### src/rtl/fb_scanout_reader.sv
// Framebuffer scanout: walks one colour plane in raster order, one IPIF read
// per pixel, pushing {eof, eol, color} into the display pixel FIFO.
module fb_scanout_reader #(
  parameter logic [8:0] FB_BASE_ADDR = 9'b1001_0000_0,
  parameter int LINE_LEN = 9,
  parameter int COL_LEN = 10,
  parameter logic [COL_LEN-1:0] LAST_COL = 'd639,
  parameter logic [LINE_LEN-1:0] LAST_LINE = 'd479,
  parameter int PIX_FIFO_LEN = 34,
  parameter int C_MST_AWIDTH = 32,
  parameter int C_MST_DWIDTH = 32
) (
  input  logic PLB_clk,
  input  logic Bus2IP_Resetn,
  input  logic enable,
  input  logic frame_start,
  input  logic buffer_sel,
  output logic [PIX_FIFO_LEN-1:0] pix_fifo_data,
  output logic pix_fifo_wr_en,
  input  logic pix_fifo_full,
  output logic busy,
  output logic frame_done,
  output logic err,
  output logic IP2Bus_MstRd_Req,
  output logic IP2Bus_MstWr_Req,
  output logic [C_MST_AWIDTH-1:0] IP2Bus_Mst_Addr,
  output logic [C_MST_DWIDTH/8-1:0] IP2Bus_Mst_BE,
  output logic IP2Bus_Mst_Lock,
  output logic IP2Bus_Mst_Reset,
  output logic [C_MST_DWIDTH-1:0] IP2Bus_MstWr_d,
  input  logic Bus2IP_Mst_CmdAck,
  input  logic Bus2IP_Mst_Cmplt,
  input  logic Bus2IP_Mst_Error,
  input  logic Bus2IP_Mst_Cmd_Timeout,
  input  logic [C_MST_DWIDTH-1:0] Bus2IP_MstRd_d,
  input  logic Bus2IP_MstRd_src_rdy_n
);

  typedef enum logic [2:0] {
    S_IDLE,
    S_WAIT,
    S_REQ,
    S_DATA,
    S_PUSH
  } state_t;

  state_t state_q, state_d;

  logic [LINE_LEN-1:0] line_q;
  logic [COL_LEN-1:0] col_q;
  logic buf_q;
  logic [C_MST_DWIDTH-1:0] rd_data;
  logic [C_MST_DWIDTH-1:0] data_nxt;
  logic eol, eof;
  logic start, issue, done, bad, cap, in_bus;

  assign IP2Bus_MstWr_Req = 1'b0;
  assign IP2Bus_Mst_BE = '1;
  assign IP2Bus_Mst_Lock = 1'b0;
  assign IP2Bus_Mst_Reset = 1'b0;
  assign IP2Bus_MstWr_d = '0;

  assign eol = (col_q == LAST_COL);
  assign eof = eol && (line_q == LAST_LINE);
  assign start = (state_q == S_IDLE) && frame_start && enable;
  assign issue = (state_q == S_WAIT) && enable && !pix_fifo_full;
  assign in_bus = (state_q == S_REQ) || (state_q == S_DATA);
  assign cap = in_bus && !Bus2IP_MstRd_src_rdy_n;
  assign done = ((state_q == S_REQ) && Bus2IP_Mst_CmdAck && Bus2IP_Mst_Cmplt)
             || ((state_q == S_DATA) && Bus2IP_Mst_Cmplt);
  assign bad = Bus2IP_Mst_Error || Bus2IP_Mst_Cmd_Timeout;

  // A failed read still yields a (black) pixel so the raster stays aligned.
  always_comb begin
    data_nxt = rd_data;
    if (cap)
      data_nxt = Bus2IP_MstRd_d;
    if (done && bad)
      data_nxt = '0;
  end

  always_comb begin
    state_d = state_q;
    unique case (state_q)
      S_IDLE: if (start) state_d = S_WAIT;
      S_WAIT: begin
        if (!enable)
          state_d = S_IDLE;
        else if (!pix_fifo_full)
          state_d = S_REQ;
      end
      S_REQ: begin
        if (Bus2IP_Mst_CmdAck)
          state_d = Bus2IP_Mst_Cmplt ? S_PUSH : S_DATA;
      end
      S_DATA: if (Bus2IP_Mst_Cmplt) state_d = S_PUSH;
      S_PUSH: state_d = eof ? S_IDLE : S_WAIT;
      default: state_d = S_IDLE;
    endcase
  end

  always_ff @(posedge PLB_clk or negedge Bus2IP_Resetn) begin
    if (!Bus2IP_Resetn)
      state_q <= S_IDLE;
    else
      state_q <= state_d;
  end

  always_ff @(posedge PLB_clk or negedge Bus2IP_Resetn) begin
    if (!Bus2IP_Resetn) begin
      line_q <= '0;
      col_q <= '0;
      buf_q <= 1'b0;
      rd_data <= '0;
      IP2Bus_MstRd_Req <= 1'b0;
      IP2Bus_Mst_Addr <= '0;
      pix_fifo_data <= '0;
      pix_fifo_wr_en <= 1'b0;
      frame_done <= 1'b0;
      busy <= 1'b0;
      err <= 1'b0;
    end else begin
      if (start) begin
        buf_q <= buffer_sel;
        line_q <= '0;
        col_q <= '0;
      end
      if (issue) begin
        IP2Bus_Mst_Addr <= {FB_BASE_ADDR, buf_q, 1'b0,
                            line_q, col_q, 2'b00};
        IP2Bus_MstRd_Req <= 1'b1;
      end else if ((state_q == S_REQ) && Bus2IP_Mst_CmdAck) begin
        IP2Bus_MstRd_Req <= 1'b0;
      end
      rd_data <= data_nxt;
      if (done && bad)
        err <= 1'b1;
      pix_fifo_wr_en <= done;
      frame_done <= done && eof;
      if (done)
        pix_fifo_data <= {eof, eol, data_nxt};
      busy <= (state_d != S_IDLE);
      if (state_q == S_PUSH) begin
        if (!eol) begin
          col_q <= col_q + 1'b1;
        end else if (!eof) begin
          col_q <= '0;
          line_q <= line_q + 1'b1;
        end
      end
    end
  end

endmodule

### config.mk
export PLATFORM = sky130hd
export DESIGN_NAME = fb_scanout_reader
export DESIGN_NICKNAME = d
export VERILOG_FILES = /design/src/rtl/fb_scanout_reader.sv
export SDC_FILE = /design/constraint.sdc
export NUM_CORES = 1
export LEC_CHECK = 0
export CAP_MARGIN = 15
export CORE_UTILIZATION = 43
export CTS_CLUSTER_DIAMETER = 120
export CTS_CLUSTER_SIZE = 25
export DETAILED_ROUTE_END_ITERATION = 6
export PLACE_DENSITY = 0.74
export SYNTH_ARGS = -nofsm -noshare
export SYNTH_HDL_FRONTEND = slang
export SYNTH_SLANG_ARGS = --single-unit
### constraint.sdc
create_clock -name PLB_clk -period 2.6 [get_ports PLB_clk]
set_input_delay 0.39 -clock PLB_clk [delete_from_list [all_inputs] [get_ports PLB_clk]]
set_output_delay 0.39 -clock PLB_clk [all_outputs]
set_load 0.01 [all_outputs]
Yosys cells after proc, flatten, opt, wreduce, memory -nomap -nowiden:

Cells that the tools add are included.

* word-level logic and storage cells: 59
* bits of input ports: 43
* register bits after elaboration: 115
* output and inout bits: 110

* multiplexer cells: 20
* reductions and logical operators: 19
* equal/unequal tests: 6
* add/sub/neg operators: 2

Operator list (count)
* 2-to-1 mux 32 bit: 2
* 2-to-1 mux 10 bit: 4
* 2-to-1 mux 9 bit: 4
* 2-to-1 mux 3 bit: 6
* one-hot mux 3 bit (5 select lines): 1
* logical AND 1 bit: 11
* adder 10 x 1 -> 10 bit, second input constant: 1
* equality test 10 bit, second input constant: 1
* adder 9 x 1 -> 9 bit, second input constant: 1
* equality test 9 bit, second input constant: 1
* equality test 3 x 2 -> 1 bit, second input constant: 2
* equality test 3 x 1 -> 1 bit, second input constant: 1
* equality test 3 bit, second input constant: 1
* logical NOT 3 bit: 1
* logical OR 1 bit: 3
* 2-to-1 mux 1 bit: 3
* nonzero test 3 bit: 1
* logical NOT 1 bit: 2
* nonzero test 2 bit: 1

Logic depth before layout (Yosys ltp):

Gate-level depths: netlist of the first run.

* word-level depth: 7
* gate-level depth with buffers: 6
* gate-level depth less buffers: 5

Worst setup path after synthesis of the first run:

Ideal clock, no wire load.

* path kind: register to register
* from: register state_q[1]
* to: register col_q[9]
* buffers on the path: 1
* required time: 2.477 ns
* path slack: 0.866 ns
* arrival time: 1.611 ns
* cell stages (with the launch flop): 6
* setup time: 0.123 ns
* clock period less this slack: 1.734 ns
* cell sequence: dfrtp_1 > or3b_1 > buf_2 > or4_1 > nand3_1 > mux2i_1

* longest elaborated chain between the ends: 7
* elaborated cells between the ends (all ways): 8
* those cells by class: 1 x eq/ne; 4 x mux; 3 x reduce/logical

Ends and longest elaborated chain
* start: declaration: RTL line 47 `state_t state_q, state_d;`
* start signal: assignment: RTL line 106 `state_q <= state_d;`
* logical NOT 3 bit: RTL line 65 `assign start = (state_q == S_IDLE) && frame_start && enable;`
* logical AND 1 bit (2 in a row): RTL line 65
* 2-to-1 mux 10 bit: RTL line 123 `if (start) begin`
* 2-to-1 mux 10 bit: RTL line 146 `end else if (!eof) begin`
* 2-to-1 mux 10 bit: RTL line 144 `if (!eol) begin`
* 2-to-1 mux 10 bit *: RTL line 143 `if (state_q == S_PUSH) begin`
* end signal: assignment: RTL line 145 `col_q <= col_q + 1'b1;`
* end: declaration: RTL line 50 `logic [COL_LEN-1:0] col_q;`

Every way passes the cells marked *; elsewhere a longest branch is shown, timed or not.
A chain may end at the register's enable or synchronous reset.

Final worst setup path of the first run:

* from: register col_q[1]
* to: register line_q[7]

* longest elaborated chain between the ends: 5

Ends and longest elaborated chain
* equality test 10 bit *: RTL line 63 `assign eol = (col_q == LAST_COL);`
* logical AND 1 bit: RTL line 64 `assign eof = eol && (line_q == LAST_LINE);`
* 2-to-1 mux 9 bit: RTL line 146
* 2-to-1 mux 9 bit *: RTL line 144
* 2-to-1 mux 9 bit *: RTL line 143
* end signal: assignment: RTL line 148 `line_q <= line_q + 1'b1;`
* end: declaration: RTL line 49 `logic [LINE_LEN-1:0] line_q;`

Marked as above.

==> impl_metrics.env, run 1 <==
export IMPL_fin_nets=608
export IMPL_postCtsHoldBufs=0
export IMPL_synth_seq_cells=115
export IMPL_final_util_pct=58.4
export IMPL_endpoint_kind="flop"
export IMPL_post_route_min_period_ns=2.20
export IMPL_clockBufferDepth=2
export IMPL_antenna_found_initial=0
export IMPL_p_per_area_mw_per_mm2=1030
export IMPL_tns_ns=0
export IMPL_core_sq_mm=0.0115
export IMPL_synth_top_area_share_pct=56.6
export IMPL_grt_pass1_wl_um=17700
export IMPL_post_dp_hpwl_um=7300
export IMPL_ys_types=50
export IMPL_yosys_top_cells_area="dfrtp_1, mux2_2, buf_4"
export IMPL_die_x_um=111
export IMPL_finalCritPeriodShare_pct=84.7
export IMPL_ctsRootBufferMaster="clkbuf_16"
export IMPL_cp_start_kind="flop"
export IMPL_cts_sinks=115
export IMPL_port_buffer_count=103
export IMPL_drc_errors=0
export IMPL_synth_async_sr_flop_share_pct=100
export IMPL_ant_nets=0
export IMPL_vias_per_cell=5.03
export IMPL_tightest_slew_ns=0.791
export IMPL_status="complete, no violations"
export IMPL_post_cts_buffers=0
export IMPL_clk_insertion_delay_late_ns=0.41
export IMPL_synth_main_ff_cell="dfrtp_1"
export IMPL_cp_arrival_ns=2.52
export IMPL_die_area_sq_mm=0.0123
export IMPL_drtPass1Iterations=4
export IMPL_yosys_warnings=0
export IMPL_finalWorstSetupSlack_ns=0.399
export IMPL_rsz0062_at_grt="no"
export IMPL_syn_area_sq_mm=0.00509
export IMPL_ctsHtreeMaxLevel=4
export IMPL_grt_use_total_pct=18.4
export IMPL_holdWs_ns=0.0679
export IMPL_netlist_instances=453
export IMPL_numCtsBuffers=17
export IMPL_fmax_mhz=454
export IMPL_start_util_pct=44.4
export IMPL_syn_to_final_growth_pct=31.7
export IMPL_hp_class="in2async"
export IMPL_slew_viol_final=0
export IMPL_fin_skew_ns=0.00819
export IMPL_num_io_pins=153
export IMPL_vias=3613
export IMPL_relSlewSlack_pct=47.3
export IMPL_synth_enable_flop_cells=0
export IMPL_die_y_um=111
export IMPL_drive_gt1_share_pct=18.6
export IMPL_row_count=39
export IMPL_reg2reg_from="col_q[1]$_DFF_PN0_"
export IMPL_dpl_worst_slack_ns=0.330
export IMPL_tritoncts="yes"
export IMPL_startpoint="col_q[1]$_DFF_PN0_"
export IMPL_first_global_vias=3551
export IMPL_cts_resized=0
export IMPL_grt_overflow=0
export IMPL_diodes=0
export IMPL_synth_common_cells="dfrtp_1, nand2_1, mux2_2"
export IMPL_initialDrtViolationCount=155
export IMPL_worstSetupPathType="reg2reg"
export IMPL_crit_path_max_fanout=18
export IMPL_routed_wl_um=10900
export IMPL_p_leak_uw=0.00303
export IMPL_finalHoldViolations=0
export IMPL_grt_max_degree=65
export IMPL_avgRoutedWirePerCell_um=15.2
export IMPL_clk_pin_slew_ns=0.05
export IMPL_yosysMostFrequentCell="dfrtp_1"
export IMPL_syn_avg_cell_area_sq_um=11.2
export IMPL_ir_drop_uv=796
export IMPL_p_total_uw=6870
export IMPL_drv_cap=0
export IMPL_yosysSeqAreaShare_pct=56.6
export IMPL_setup_viol=0
export IMPL_gp_congestion=0.845
export IMPL_synth_area_leader_cell="dfrtp_1"
export IMPL_cp_required_ns=2.92
==> state kept, by name, indices dropped and copies added, names as in the netlist <==
signal	flops
line_q	9
err	1
busy	1
pix_fifo_data	34
IP2Bus_MstRd_Req	1
rd_data	32
col_q	10
pix_fifo_wr_en	1
state_q	3
IP2Bus_Mst_Addr	21
frame_done	1
buf_q	1
==> through the flow <==
step / cells / area (sq um)
3_3_place_gp: 687 / 6100
3_5_place_dp: 687 / 6100
6_report: 719 / 6700
2_1_floorplan: 500 / 5260
4_1_cts: 719 / 6700
5_1_grt: 719 / 6700
==> worst max-delay path, stage by stage (launching register included) <==
cell and delay (ns):
dfrtp_1 0.43, ha_1 0.31, and4bb_2 0.31, o2111ai_2 0.39
nor4_1 0.45, mux2i_1 0.23
==> final cells by class <==
cell class | instances | area (sq um)
Multi-Input combinational cell | 308 | 1900
Fill cell | 948 | 4770
Timing Repair Buffer | 113 | 1120
Tap cell | 143 | 179
Clock buffer | 18 | 439
Clock inverter | 14 | 155
Inverter | 8 | 30.0
Sequential cell | 115 | 2880
==> worst paths after layout <==
path / end / slack [ns] / cells after the start
worst min register to register: buf_q$_DFFE_PN0P_ / 0.48 / 2
worst max register to register: line_q[7]$_DFF_PN0_ / 0.40 / 5
worst min-delay path: IP2Bus_Mst_Addr[20]$_DFFE_PN0P_ / 0.07 / 1
max in group asynchronous: pix_fifo_data[14]$_DFFE_PN0N_ / 1.76 / 2
min in group PLB_clk: buf_q$_DFFE_PN0P_ / 0.48 / 2
worst max-delay path: line_q[7]$_DFF_PN0_ / 0.40 / 5
==> cells in the final DEF (no fill, tap or decap), drive strengths merged, types with 2 or more instances in the layout <==
master         synthesis  final
dfrtp                115    115
clkdlybuf4s50          0    102
nand2                 75     75
mux2                  52     52
conb                   2     49
a21oi                 38     38
clkbuf                 3     18
nand3                 14     14
o21ai                 11     11
buf                   66     11
inv                    8     10
nand4                  7      7
nor2                   7      7
clkinvlp               0      5
clkinv                 0      5
or3                    4      4
nor3                   4      4
a21o                   3      3
or2                    3      3
o311ai                 3      3
and4bb                 2      2
nand2b                 2      2
nor4                   2      2
mux2i                  2      2
o21a                   2      2
o41ai                  2      2
ha                     2      2
bufinv                 0      2
nor3b                  2      2
or3b                   2      2
==> where the power goes <==
group | total, uW | switching [uW] | leakage (uW) | internal, uW
logic | 1940 | 863 | 0.00124 | 1080
registers | 2620 | 283 | 0.00152 | 2340
clock network | 2300 | 858 | 0.000275 | 1440
==> metal layers <==
layer	share of wire [%]	track usage (%)	wire (um)	up-vias
met5	0	0	0	-
met4	1.2	7.02	133	0
met3	8.1	6.89	879	13
met2	48	28.9	5210	137
met1	43	23.1	4700	1778
li1	-	-	-	1685
==> cell families after synthesis <==
| kind of cell | Yosys count | synth area share [%] |
|---|---|---|
| flops | 115 | 56.6 |
| fa+ha+maj | 2 | 0.492 |
| compound gates | 68 | 8.19 |
| other cells | 2 | 0.148 |
| buf+inv | 77 | 9.77 |
| simple gates | 133 | 12.6 |
| xor+xnor | 2 | 0.344 |
| mux | 54 | 11.9 |
Note: power is estimated with default switching activity, not from simulation.
==> run 2: changes to the inputs <==
- PLACE_DENSITY: 0.74 -> 0.77
- clock period: 2.6 -> 1.85 ns (I/O delays scaled with it)
==> run 2 against run 1 <==
Compared with the run above:
- core utilization grew 3.6 points
- maximum frequency is 22% higher
- count of clock-buffer cells in the layout rose by 1
- worst hold slack gained 0.31 ns
- largest power group unchanged
- first-iteration DRC count up 21%
- clock skew increased by 0.0031 ns
- setup slack lost 0.35 ns
- via count increased by 5.8%
- die area unchanged
- combinational power grew 51%
- cell count increased by 4.3%
- largest cell class unchanged
- sequential share of layout area fell by 2.4 points
==> impl_metrics.env, run 2 (synthesized netlist as in run 1, its figures left out) <==
export IMPL_syn_to_final_growth_pct=39.7
export IMPL_finalCritPeriodShare_pct=97.4
export IMPL_initialDrtViolationCount=187
export IMPL_tritoncts="yes"
export IMPL_largest_register_ffs=34
export IMPL_fmax_mhz=555
export IMPL_ctsRootBufferMaster="clkbuf_16"
export IMPL_fin_nets=639
export IMPL_routed_wl_um=11300
export IMPL_p_leak_uw=0.00326
export IMPL_p_total_uw=10200
export IMPL_first_global_vias=3798
export IMPL_startpoint="state_q[1]$_DFF_PN0_"
export IMPL_vias=3824
export IMPL_slowest_stage="dfrtp_2"
export IMPL_reg2reg_slack_ns=0.05
export IMPL_clk_insertion_delay_late_ns=0.41
export IMPL_status="complete, no violations"
export IMPL_cts_sinks=115
export IMPL_endpoint_kind="flop"
export IMPL_p_comb_share_pct=28.8
export IMPL_num_io_pins=153
export IMPL_drtPass1Iterations=5
export IMPL_swShare_pct=27.5
export IMPL_setup_viol=0
export IMPL_ant_nets=0
export IMPL_die_area_sq_mm=0.0123
export IMPL_antenna_found_initial=0
export IMPL_grt_overflow=0
export IMPL_critical_path_max_stage_delay_ns=0.47
export IMPL_die_x_um=111
export IMPL_final_cell_mix="dfrtp_1, clkdlybuf4s50_1, nand2_1"
export IMPL_port_buffer_count=103
export IMPL_rsz0062_at_grt="yes"
export IMPL_post_route_min_period_ns=1.80
export IMPL_grt_use_total_pct=19.5
export IMPL_fin_skew_ns=0.0113
export IMPL_drc_errors=0
export IMPL_clk_pin_slew_ns=0.05
export IMPL_p_seq_share_pct=36.3
export IMPL_ir_drop_uv=915
export IMPL_tns_ns=0
export IMPL_start_util_pct=44.4
export IMPL_row_count=39
export IMPL_gp_congestion=0.835
export IMPL_p_per_area_mw_per_mm2=1430
export IMPL_worstSetupPathType="reg2reg"
export IMPL_final_common_cell="dfrtp_1"
export IMPL_regMostFlops="pix_fifo_data"
export IMPL_reg2reg_from="state_q[1]$_DFF_PN0_"
export IMPL_finalHoldViolations=0
export IMPL_vias_per_cell=5.10
export IMPL_clockBufferDepth=2
export IMPL_diodes=0
export IMPL_critical_path_top_delay_family="simple AND/OR/NAND/NOR gates"
export IMPL_crit_path_max_fanout=13
export IMPL_cp_start_kind="flop"
export IMPL_cp_required_ns=2.16
export IMPL_reg_largest_list="pix_fifo_data (34), rd_data (32), IP2Bus_Mst_Addr (21)"
export IMPL_post_dp_hpwl_um=7870
export IMPL_ctsHtreeMaxLevel=4
export IMPL_grt_pass1_wl_um=18800
export IMPL_p_int_uw=7380
export IMPL_core_sq_mm=0.0115
export IMPL_switchingPower_uw=2800
export IMPL_avgRoutedWirePerCell_um=15.1
export IMPL_cp_arrival_ns=2.12
export IMPL_drv_cap=0
export IMPL_clock_power_share_pct=34.9
export IMPL_drive_gt1_share_pct=23.1
export IMPL_numCtsBuffers=17
export IMPL_path_cells="and4bb_2 > o2111ai_4 > nor4_2 > mux2i_1"
export IMPL_hp_class="in2async"
export IMPL_die_y_um=111
export IMPL_slew_viol_final=0
export IMPL_critPathBufInv=0
export IMPL_grt_max_degree=46
[run 2: final timing paths]
kind,to,cells past startpoint
worst max register to register,line_q[7]$_DFF_PN0_,4
worst min-delay path,IP2Bus_Mst_Addr[17]$_DFFE_PN0P_,2
worst min register to register,buf_q$_DFFE_PN0P_,2
max in group asynchronous,state_q[1]$_DFF_PN0_,3
worst max-delay path,line_q[7]$_DFF_PN0_,4
min in group PLB_clk,rd_data[1]$_DFF_PN0_,3
[run 2: repair_timing]
item / in CTS / in global routing
resized for setup: 2 / 6
hold buffers: 1 / 0
pin swaps: 0 / 1
cloned: 0 / 0
buffers inserted: 0 / 1
endpoints found under the hold margin: 33 / 0
endpoints found under the setup margin: 2 / 7
[run 2: per-stage QoR]
stage / hold slack [ns] / setup WS [ns] / utilization, % / cells / instance area (sq um)
detailed placement: 0.267 / -0.0927 / 55.9 / 716 / 6410
global route: 0.420 / -0.0148 / 62.0 / 750 / 7110
floorplan: -0.0181 / 0.116 / - / 500 / 5260
finish: 0.380 / 0.0477 / 62.0 / 750 / 7110
CTS: 0.384 / 0.0337 / 61.8 / 749 / 7090
global placement: 0.264 / -0.0705 / 55.9 / 716 / 6410
[run 2: final cells by class]
cell class | instances | area, sq um
clock buffer | 19 | 443
fill | 896 | 4360
sequential | 115 | 2880
inverter | 8 | 30.0
timing repair buffer | 144 | 1440
clock inverter | 13 | 208
tap | 143 | 179
multi-input combinational | 308 | 1930
[run 2: per-layer routing]
| layer | wire length (um) | vias up | track usage, % |
|---|---|---|---|
| met4 | 52 | 0 | 5.78 |
| met2 | 5490 | 162 | 30.7 |
| met1 | 5140 | 1903 | 25.7 |
| met5 | 0 | - | 0 |
| li1 | - | 1755 | - |
| met3 | 625 | 4 | 6.40 |
[run 2: power by group through the flow]
stage / registers, uW / logic [uW] / clock network [uW]
after floorplan: 3850 / 1290 / 0
after global placement: 3690 / 2840 / 0
after detailed placement: 3720 / 2930 / 0
after CTS: 3700 / 2950 / 3610
after global routing: 3770 / 3160 / 3730
final: 3690 / 2930 / 3550
==> run 3: changes to the inputs <==
- MAX_ROUTING_LAYER: unset -> met4
==> run 3 against run 2 <==
Compared with the run above:
- sequential power is essentially flat
- count of clock-buffer cells in the layout is the same
- critical path type unchanged
- die area is the same
- maximum frequency grew 0.83%
- critical endpoint unchanged
- non-clock buffer count is the same
- critical path depth is the same
- clock power is essentially flat
- global-route usage grew 0.60 points
- first-iteration DRC count shrank 4.3%
- clock skew grew 0.0014 ns
- sequential cell count is the same
- final area is the same
==> impl_metrics.env, run 3 (synthesized netlist as in run 1, its figures left out) <==
export IMPL_final_util_pct=62.0
export IMPL_syn_to_final_growth_pct=39.7
export IMPL_post_route_min_period_ns=1.79
export IMPL_path_cells="and4bb_2 > o2111ai_4 > nor4_2 > mux2i_1"
export IMPL_fin_nets=639
export IMPL_p_leak_uw=0.00326
export IMPL_grt_use_total_pct=20.1
export IMPL_design_area_sq_mm=0.00711
export IMPL_grt_overflow=0
export IMPL_reg2reg_slack_ns=0.06
export IMPL_crit_path_max_fanout=13
export IMPL_diodes=0
export IMPL_first_global_vias=3791
export IMPL_antenna_found_initial=0
export IMPL_fmax_mhz=559
export IMPL_clockBufferDepth=2
export IMPL_tritoncts="yes"
export IMPL_avgRoutedWirePerCell_um=15.1
export IMPL_finalCritPeriodShare_pct=96.6
export IMPL_post_dp_hpwl_um=7870
export IMPL_finalWorstSetupSlack_ns=0.0626
export IMPL_p_per_area_mw_per_mm2=1430
export IMPL_die_x_um=111
export IMPL_ant_nets=0
export IMPL_die_area_sq_mm=0.0123
export IMPL_r2r_end="line_q[7]$_DFF_PN0_"
export IMPL_port_buffer_count=103
export IMPL_vias=3810
export IMPL_cts_sinks=115
export IMPL_placed_cell_area_sq_mm=0.00641
export IMPL_ir_drop_uv=915
export IMPL_slowest_stage="dfrtp_2"
export IMPL_cp_required_ns=2.16
export IMPL_drc_errors=0
export IMPL_cp_arrival_ns=2.10
export IMPL_reg_largest_list="pix_fifo_data (34), rd_data (32), IP2Bus_Mst_Addr (21)"
export IMPL_grt_pass1_wl_um=18900
export IMPL_grt_max_degree=46
export IMPL_drive_gt1_share_pct=23.1
export IMPL_row_count=39
export IMPL_drtPass1Iterations=6
export IMPL_die_y_um=111
export IMPL_num_io_pins=153
export IMPL_endpoint_kind="flop"
export IMPL_numCtsBuffers=17
export IMPL_dpl_worst_slack_ns=-0.0927
export IMPL_initialDrtViolationCount=179
export IMPL_routed_wl_um=11300
export IMPL_status="complete, no violations"
export IMPL_cp_start_kind="flop"
export IMPL_slew_viol_final=0
export IMPL_core_sq_mm=0.0115
export IMPL_reg2reg_from="state_q[1]$_DFF_PN0_"
export IMPL_final_common_cell="dfrtp_1"
export IMPL_rsz0062_at_grt="yes"
export IMPL_reg2regPathDepth=4
export IMPL_regMostFlops="pix_fifo_data"
export IMPL_clk_insertion_delay_late_ns=0.41
export IMPL_drv_cap=0
export IMPL_vias_per_cell=5.08
export IMPL_final_cell_mix="dfrtp_1, clkdlybuf4s50_1, nand2_1"
export IMPL_start_util_pct=44.4
export IMPL_ctsRootBufferMaster="clkbuf_16"
export IMPL_fin_cells=750
export IMPL_critical_path_max_stage_delay_ns=0.47
export IMPL_ctsHtreeMaxLevel=4
export IMPL_fin_skew_ns=0.0127
export IMPL_setup_viol=0
export IMPL_worstSetupPathType="reg2reg"
export IMPL_clk_pin_slew_ns=0.05
export IMPL_gp_congestion=0.848
export IMPL_dp_cells=716
export IMPL_largest_register_ffs=34
export IMPL_finalHoldViolations=0
export IMPL_hp_class="in2async"
run 3: worst max-delay path by stage:
| stage | endpoint | cells after the start | start |
|---|---|---|---|
| 2_1_floorplan | col_q[9]$_DFF_PN0_ | 5 | state_q[1]$_DFF_PN0_ |
| 3_3_place_gp | pix_fifo_data[17]$_DFFE_PN0N_ | 6 | Bus2IP_Mst_CmdAck |
| 3_5_place_dp | pix_fifo_data[6]$_DFFE_PN0N_ | 6 | Bus2IP_MstRd_src_rdy_n |
| 4_1_cts | line_q[7]$_DFF_PN0_ | 4 | state_q[1]$_DFF_PN0_ |
| 5_1_grt | col_q[6]$_DFF_PN0_ | 6 | line_q[0]$_DFF_PN0_ |
| 6_report | line_q[7]$_DFF_PN0_ | 4 | state_q[1]$_DFF_PN0_ |
run 3: per-layer routing:
metal	track usage, %	share of wire, %
met3	5.90	5.4
met1	26.0	46
met5	-	0
met2	30.8	49
met4	5.69	0.20
run 3: power by group:
group	leakage, uW	switching [uW]	total (uW)	internal, uW
Combinational	0.00142	1280	2940	1660
Clock	0.000317	1120	3550	2420
Sequential	0.00152	399	3690	3290
run 3: critical path: cells and delay by family (launching register included):
family,cells,cell delay (ns)
compound gates,1,0.24
simple gates,2,0.73
mux,1,0.26
flops,1,0.47
run 3: final cells by class:
type                            count  area [sq um]
Fill cell                         896          4360
Sequential cell                   115          2880
Timing Repair Buffer              144          1440
Clock inverter                     13           208
Clock buffer                       19           443
Inverter                            8          30.0
Tap cell                          143           179
Multi-Input combinational cell    308          1930
run 3: per-stage QoR:
step	total power, uW	hold slack [ns]	setup TNS [ns]
floorplan	5140	-0.0181	0
global placement	6530	0.264	-2.16
detailed placement	6650	0.267	-2.68
CTS	10300	0.384	0
global route	10700	0.420	-0.0273
finish	10200	0.385	0
run 3: what timing repair did:
action / 4_1_cts / 5_1_grt
hold endpoints to repair: 33 / 0
hold buffers: 1 / 0
setup buffers: 0 / 1
setup endpoints to repair: 2 / 7
resized for setup: 2 / 6
pin swaps: 0 / 1
